[config.mk]
export PLATFORM = sky130hd
export DESIGN_NAME = mandel_scan_engine
export DESIGN_NICKNAME = d
export VERILOG_FILES = /design/src/rtl/mandel_scan_engine.sv
export SDC_FILE = /design/constraint.sdc
export NUM_CORES = 2
export LEC_CHECK = 0
export BUFFER_PORTS_ARGS = -buffer_cell sky130_fd_sc_hd__buf_4
export CAP_MARGIN = 20
export CORE_ASPECT_RATIO = 0.6
export CORE_MARGIN = 2
export CORE_UTILIZATION = 46
export CTS_BUF_LIST = sky130_fd_sc_hd__clkbuf_4 sky130_fd_sc_hd__clkbuf_8 sky130_fd_sc_hd__clkbuf_16
export DETAILED_ROUTE_END_ITERATION = 8
export MAX_ROUTING_LAYER = met4
export SETUP_SLACK_MARGIN = 0.05
export SYNTH_ARGS = -nofsm -noshare
export SYNTH_HDL_FRONTEND = slang
export SYNTH_SLANG_ARGS = --single-unit
[constraint.sdc]
create_clock -name clk -period 9.3 [get_ports clk]
set_input_delay 2.79 -clock clk [delete_from_list [all_inputs] [get_ports clk]]
set_output_delay 2.79 -clock clk [all_outputs]
set_load 0.01 [all_outputs]
[src/rtl/mandel_scan_engine.sv]
// Mandelbrot escape-iteration scan engine. It raster-scans a programmable viewport, iterates
// z = z^2 + c once per cycle, and streams one iteration count per pixel over valid/ready.
module mandel_scan_engine #(
  parameter int BITS       = 16,
  parameter int ITER_W     = 4,
  parameter int MAX_ITER   = 15,
  parameter int H_PIXELS   = 160,
  parameter int V_PIXELS   = 120,
  parameter int X_LEFT_DEF = -11 << (BITS - 5),
  parameter int Y_TOP_DEF  = 13 << (BITS - 6),
  parameter int X_INC_DEF  = 240,
  parameter int Y_INC_DEF  = 51
) (
  input  logic                        clk,
  input  logic                        rst,
  input  logic                        start,
  input  logic                        continuous,
  input  logic                        cfg_we,
  input  logic [1:0]                  cfg_sel,
  input  logic [BITS-1:0]             cfg_data,
  output logic                        pix_valid,
  input  logic                        pix_ready,
  output logic [ITER_W-1:0]           pix_iter,
  output logic [$clog2(H_PIXELS)-1:0] pix_col,
  output logic [$clog2(V_PIXELS)-1:0] pix_row,
  output logic                        pix_eol,
  output logic                        pix_eof,
  output logic                        busy,
  output logic                        frame_done
);

  localparam int COL_W = $clog2(H_PIXELS);
  localparam int ROW_W = $clog2(V_PIXELS);
  localparam int FRAC  = BITS - 3;
  localparam int PW    = 2 * BITS + 1;

  localparam logic [2:0] StIdle = 3'd0;
  localparam logic [2:0] StLoad = 3'd1;
  localparam logic [2:0] StInit = 3'd2;
  localparam logic [2:0] StIter = 3'd3;
  localparam logic [2:0] StOut  = 3'd4;

  // 4.0 expressed in the full-precision product format (2*FRAC fraction bits)
  localparam logic signed [PW-1:0] Four = PW'(1) <<< (2 * FRAC + 2);

  logic [2:0] state_q, state_d;

  logic signed [BITS-1:0] sh_x_left_q, sh_y_top_q, act_x_left_q, act_y_top_q;
  logic        [BITS-1:0] sh_x_inc_q, sh_y_inc_q, act_x_inc_q, act_y_inc_q;

  logic signed [BITS-1:0] x_q, y_q, x0_q, y0_q;
  logic        [ITER_W-1:0] iter_q, pix_iter_q;
  logic        [COL_W-1:0]  col_q;
  logic        [ROW_W-1:0]  row_q;
  logic                     frame_done_q;

  logic signed [PW-1:0]   x_ext, y_ext, x2, y2, xy, mag;
  logic signed [BITS-1:0] x_next, y_next;
  logic escape, iter_max, last_col, last_row, hs, frame_start;

  assign x_ext = PW'(x_q);
  assign y_ext = PW'(y_q);
  assign x2    = x_ext * x_ext;
  assign y2    = y_ext * y_ext;
  assign xy    = x_ext * y_ext;
  assign mag   = x2 + y2;

  assign escape   = (mag >= Four);
  assign iter_max = (iter_q == ITER_W'(MAX_ITER));

  // Rescale back to Q3 and wrap to BITS; no saturation.
  assign x_next = BITS'((x2 - y2) >>> FRAC) + x0_q;
  assign y_next = BITS'((xy <<< 1) >>> FRAC) + y0_q;

  assign last_col    = (col_q == COL_W'(H_PIXELS - 1));
  assign last_row    = (row_q == ROW_W'(V_PIXELS - 1));
  assign pix_valid   = (state_q == StOut);
  assign hs          = pix_valid && pix_ready;
  assign frame_start = ((state_q == StIdle) && start) || (hs && last_col && last_row && continuous);

  assign pix_iter   = pix_iter_q;
  assign pix_col    = col_q;
  assign pix_row    = row_q;
  assign pix_eol    = pix_valid && last_col;
  assign pix_eof    = pix_valid && last_col && last_row;
  assign busy       = (state_q != StIdle);
  assign frame_done = frame_done_q;

  always_comb begin
    state_d = state_q;
    case (state_q)
      StIdle: if (start) state_d = StLoad;
      StLoad: state_d = StInit;
      StInit: state_d = StIter;
      StIter: if (escape || iter_max) state_d = StOut;
      StOut: begin
        if (pix_ready) begin
          if (!(last_col && last_row)) state_d = StInit;
          else if (continuous)         state_d = StLoad;
          else                         state_d = StIdle;
        end
      end
      default: state_d = StIdle;
    endcase
  end

  always_ff @(posedge clk) begin
    if (rst) begin
      state_q      <= StIdle;
      frame_done_q <= 1'b0;
      sh_x_left_q  <= BITS'(X_LEFT_DEF);
      sh_y_top_q   <= BITS'(Y_TOP_DEF);
      sh_x_inc_q   <= BITS'(X_INC_DEF);
      sh_y_inc_q   <= BITS'(Y_INC_DEF);
      act_x_left_q <= BITS'(X_LEFT_DEF);
      act_y_top_q  <= BITS'(Y_TOP_DEF);
      act_x_inc_q  <= BITS'(X_INC_DEF);
      act_y_inc_q  <= BITS'(Y_INC_DEF);
      x_q          <= '0;
      y_q          <= '0;
      x0_q         <= '0;
      y0_q         <= '0;
      iter_q       <= '0;
      pix_iter_q   <= '0;
      col_q        <= '0;
      row_q        <= '0;
    end else begin
      state_q      <= state_d;
      frame_done_q <= hs && last_col && last_row;

      if (cfg_we) begin
        case (cfg_sel)
          2'd0: sh_x_left_q <= cfg_data;
          2'd1: sh_y_top_q  <= cfg_data;
          2'd2: sh_x_inc_q  <= cfg_data;
          2'd3: sh_y_inc_q  <= cfg_data;
        endcase
      end

      // Snapshot taken on the start edge itself, so a same-cycle write lands next frame.
      if (frame_start) begin
        act_x_left_q <= sh_x_left_q;
        act_y_top_q  <= sh_y_top_q;
        act_x_inc_q  <= sh_x_inc_q;
        act_y_inc_q  <= sh_y_inc_q;
      end

      case (state_q)
        StLoad: begin
          x0_q  <= act_x_left_q;
          y0_q  <= act_y_top_q;
          col_q <= '0;
          row_q <= '0;
        end
        StInit: begin
          x_q    <= x0_q;
          y_q    <= y0_q;
          iter_q <= '0;
        end
        StIter: begin
          if (escape || iter_max) begin
            pix_iter_q <= iter_q;
          end else begin
            x_q    <= x_next;
            y_q    <= y_next;
            iter_q <= iter_q + 1'b1;
          end
        end
        StOut: begin
          if (pix_ready) begin
            if (!last_col) begin
              col_q <= col_q + 1'b1;
              x0_q  <= x0_q + act_x_inc_q;
            end else if (!last_row) begin
              col_q <= '0;
              x0_q  <= act_x_left_q;
              row_q <= row_q + 1'b1;
              y0_q  <= y0_q - act_y_inc_q;
            end
          end
        end
        default: ;
      endcase
    end
  end

endmodule

==> results.yml <==
sta:
  fin_skew_ps: 29.2
  min_period_ps: 9270
  clock.fmax_ghz: 0.108
  fin_tns_setup_ps: 0
  holdWs_ps: 452
  final_hold_viol_count: 0
  tightest_slew_ps: 1050
  slew_viol_final: 0
  max-slew-margin-rel_pct: 29.6
  setup_viol: 0
  period_share_pct: 99.7
  rsz0062_at_grt: "true"
grt:
  grt_max_degree: 78
  overflow: 0
  first_global_vias: 31600
  globalRouteTotalUtil_pct: 28.4
  grt_pass1_wl_um: 186000
  antenna_found_initial: 3
yosys:
  synth_seq_cells: 219
  yosysUniqueCellTypes: 93
  synth_top_cell_area_share_pct: 36.1
  syn_inst: 4623
  yosys-top-cells-count: "990 x inv_1, 707 x fa_1, 643 x nand2_1, 369 x ha_1, 267 x a21oi_1"
  synth.avg_cell_area_um2: 8.48
  synth_flop_cell: "dfxtp_1"
  yosysSeqAreaShare_pct: 11.2
  async_flop_share_pct: 0
  yosysTopAreaCell: "fa_1"
  yosys-top-cells-area: "fa_1 36%, ha_1 12%, dfxtp_1 11%"
  yosysWarnings: 0
  synth_edf_count: 0
  yosysMostFrequentCell: "inv_1"
  synth_area_um2: 39200
  syn_nets: 5723
finish:
  drive_above_1_share_pct: 16.2
  stdcell_count: 6138
  fill_cells: 7809
  ff_latch_area_um2: 4440
  multi_input_area_um2: 31300
  final_net_count: 6087
  areaGrowthSynthToFinish_pct: 17.9
  design_area_um2: 46200
floorplanning:
  dieArea_um2: 87700
  row_count: 82
  die_y_um: 230
  die_w_um: 381
  io_pins: 48
  core_um2: 83900
  initial_utilization_pct: 46.7
critical_path:
  end_kind: "flip-flop"
  arrival_ps: 9770
  cp.buffers_inverters: 9
  worstSetupPathType: "reg -> reg"
  crit_fanout: 4
  slowest_stage: "or4_4"
  slowest_delay_ps: 560
  cpLargestDelayFamily: "adder cells"
  worst_setup_path_start_kind: "flip-flop"
  crit_required_ps: 9790
detailed_routing:
  viasPerCell: 5.18
  vias: 31800
  drt-initial-drc-count: 2835
  drc: 0
  ant_nets: 0
  wl_um: 119000
  post_drt_wl_per_cell_um: 19.4
  first_pass_iters: 6
job:
  maxCapViolCount: 0
place:
  port_buffers: 47
  placed_area_um2: 43900
  dp_hpwl_um: 98300
  dp_cells: 6061
  routabilityCongestion: 0.957
clock_network:
  htreeDepth: 1
  cts_buffers: 22
  clock-sinks: 219
  clk_latency_ps: 570
  cts-root-buf: "clkbuf_16"
  hold_buffers: 0
  cts.reportedPaths.clkPinSlew_ps: 80
  ctsLongestPathBuffers: 3
  cts_tree: "built"
outcome:
  status: "finished, final reports clean"
worst_hold_path:
  hp-class: "reg -> reg"
[cell usage in the layout, fill, tap and decap left out, types with 122 or more instances in the layout]
master   count
a21oi_1    240
and2_1     138
nand2_1    634
inv_1      976
ha_1       353
nor2_1     247
dfxtp_1    192
fa_1       696
buf_4      464
xnor2_1    122
[state kept, by name (all words and copies together), names as in the netlist, 7 cells and up]
register      cells
y0_q             16
act_x_inc_q      16
sh_y_top_q       16
sh_x_inc_q       16
act_x_left_q     16
act_y_top_q      16
sh_x_left_q      16
y_q              16
pix_col           8
x_q              16
x0_q             16
pix_row           7
act_y_inc_q      16
sh_y_inc_q       16
[through the flow]
stage | setup WS, ps | util, %
2_1_floorplan | 70.2 | -
3_3_place_gp | -599 | 52.2
3_5_place_dp | -527 | 52.2
4_1_cts | 50.1 | 53.6
5_1_grt | -276 | 55.1
6_report | 26.3 | 55.1
[final timing paths]
| check | start | end | slack, ps | cells after the start |
|---|---|---|---|---|
| hold / removal | sh_y_inc_q[8] | act_y_inc_q[8] | 450 | 2 |
| setup reg to reg | x_q[9] | x_q[15] | 30 | 40 |
| setup / recovery | x_q[9] | x_q[15] | 30 | 40 |
| hold reg to reg | sh_y_inc_q[8] | act_y_inc_q[8] | 450 | 2 |
[cell families (layout without fill, tap and decap cells)]
kind of cell             Yosys count  in the layout  synth area share, %
buffers and inverters           1191           1571                 11.6
AO/OA/AOI/OAI                    615            615                 9.85
multiplexers                       9              9                0.236
AND/OR/NAND/NOR                 1325           1325                 15.1
XOR/XNOR                         188            188                 4.20
flip-flops                       219            219                 11.2
adder cells (fa/ha/maj)         1076           1076                 47.9
other                              0              1                    0
[cell type report]
type | instances | share of cell area (%)
Tap cell | 1134 | 3.07
Antenna cell | 1 | 0.00541
Sequential cell | 219 | 9.60
Inverter | 999 | 8.15
Clock buffer | 28 | 1.33
Timing Repair Buffer | 532 | 9.96
Multi-Input combinational cell | 3213 | 67.6
Clock inverter | 12 | 0.262
[metal layers]
metal	wire (um)	GRT usage, %	vias up
met2	44200	35.1	1155
met5	0	-	-
met4	1490	3.72	0
met3	14200	10.5	87
li1	-	-	15000
met1	59300	43.7	15600
[worst register-to-register path, delay by kind of cell (launching register included)]
kind / cells / cell delay [ps]
AOI/OAI and AO/OA: 10 / 1580
adders and majority gates: 9 / 3690
and+or+nand+nor: 8 / 2060
DFF: 1 / 410
buffers and inverters: 9 / 800
xor gates and xnor gates: 4 / 660
[timing repair]
| action | CTS | global route |
|---|---|---|
| pin swaps | 28 | 94 |
| gates cloned | 0 | 5 |
| gates resized for setup | 83 | 224 |
| buffers inserted | 6 | 26 |
| setup endpoints to repair | 43 | 43 |
Power is left out: the tool's default activity adds up to more than one toggle a clock period on the data nets, which glitch-free logic cannot reach.
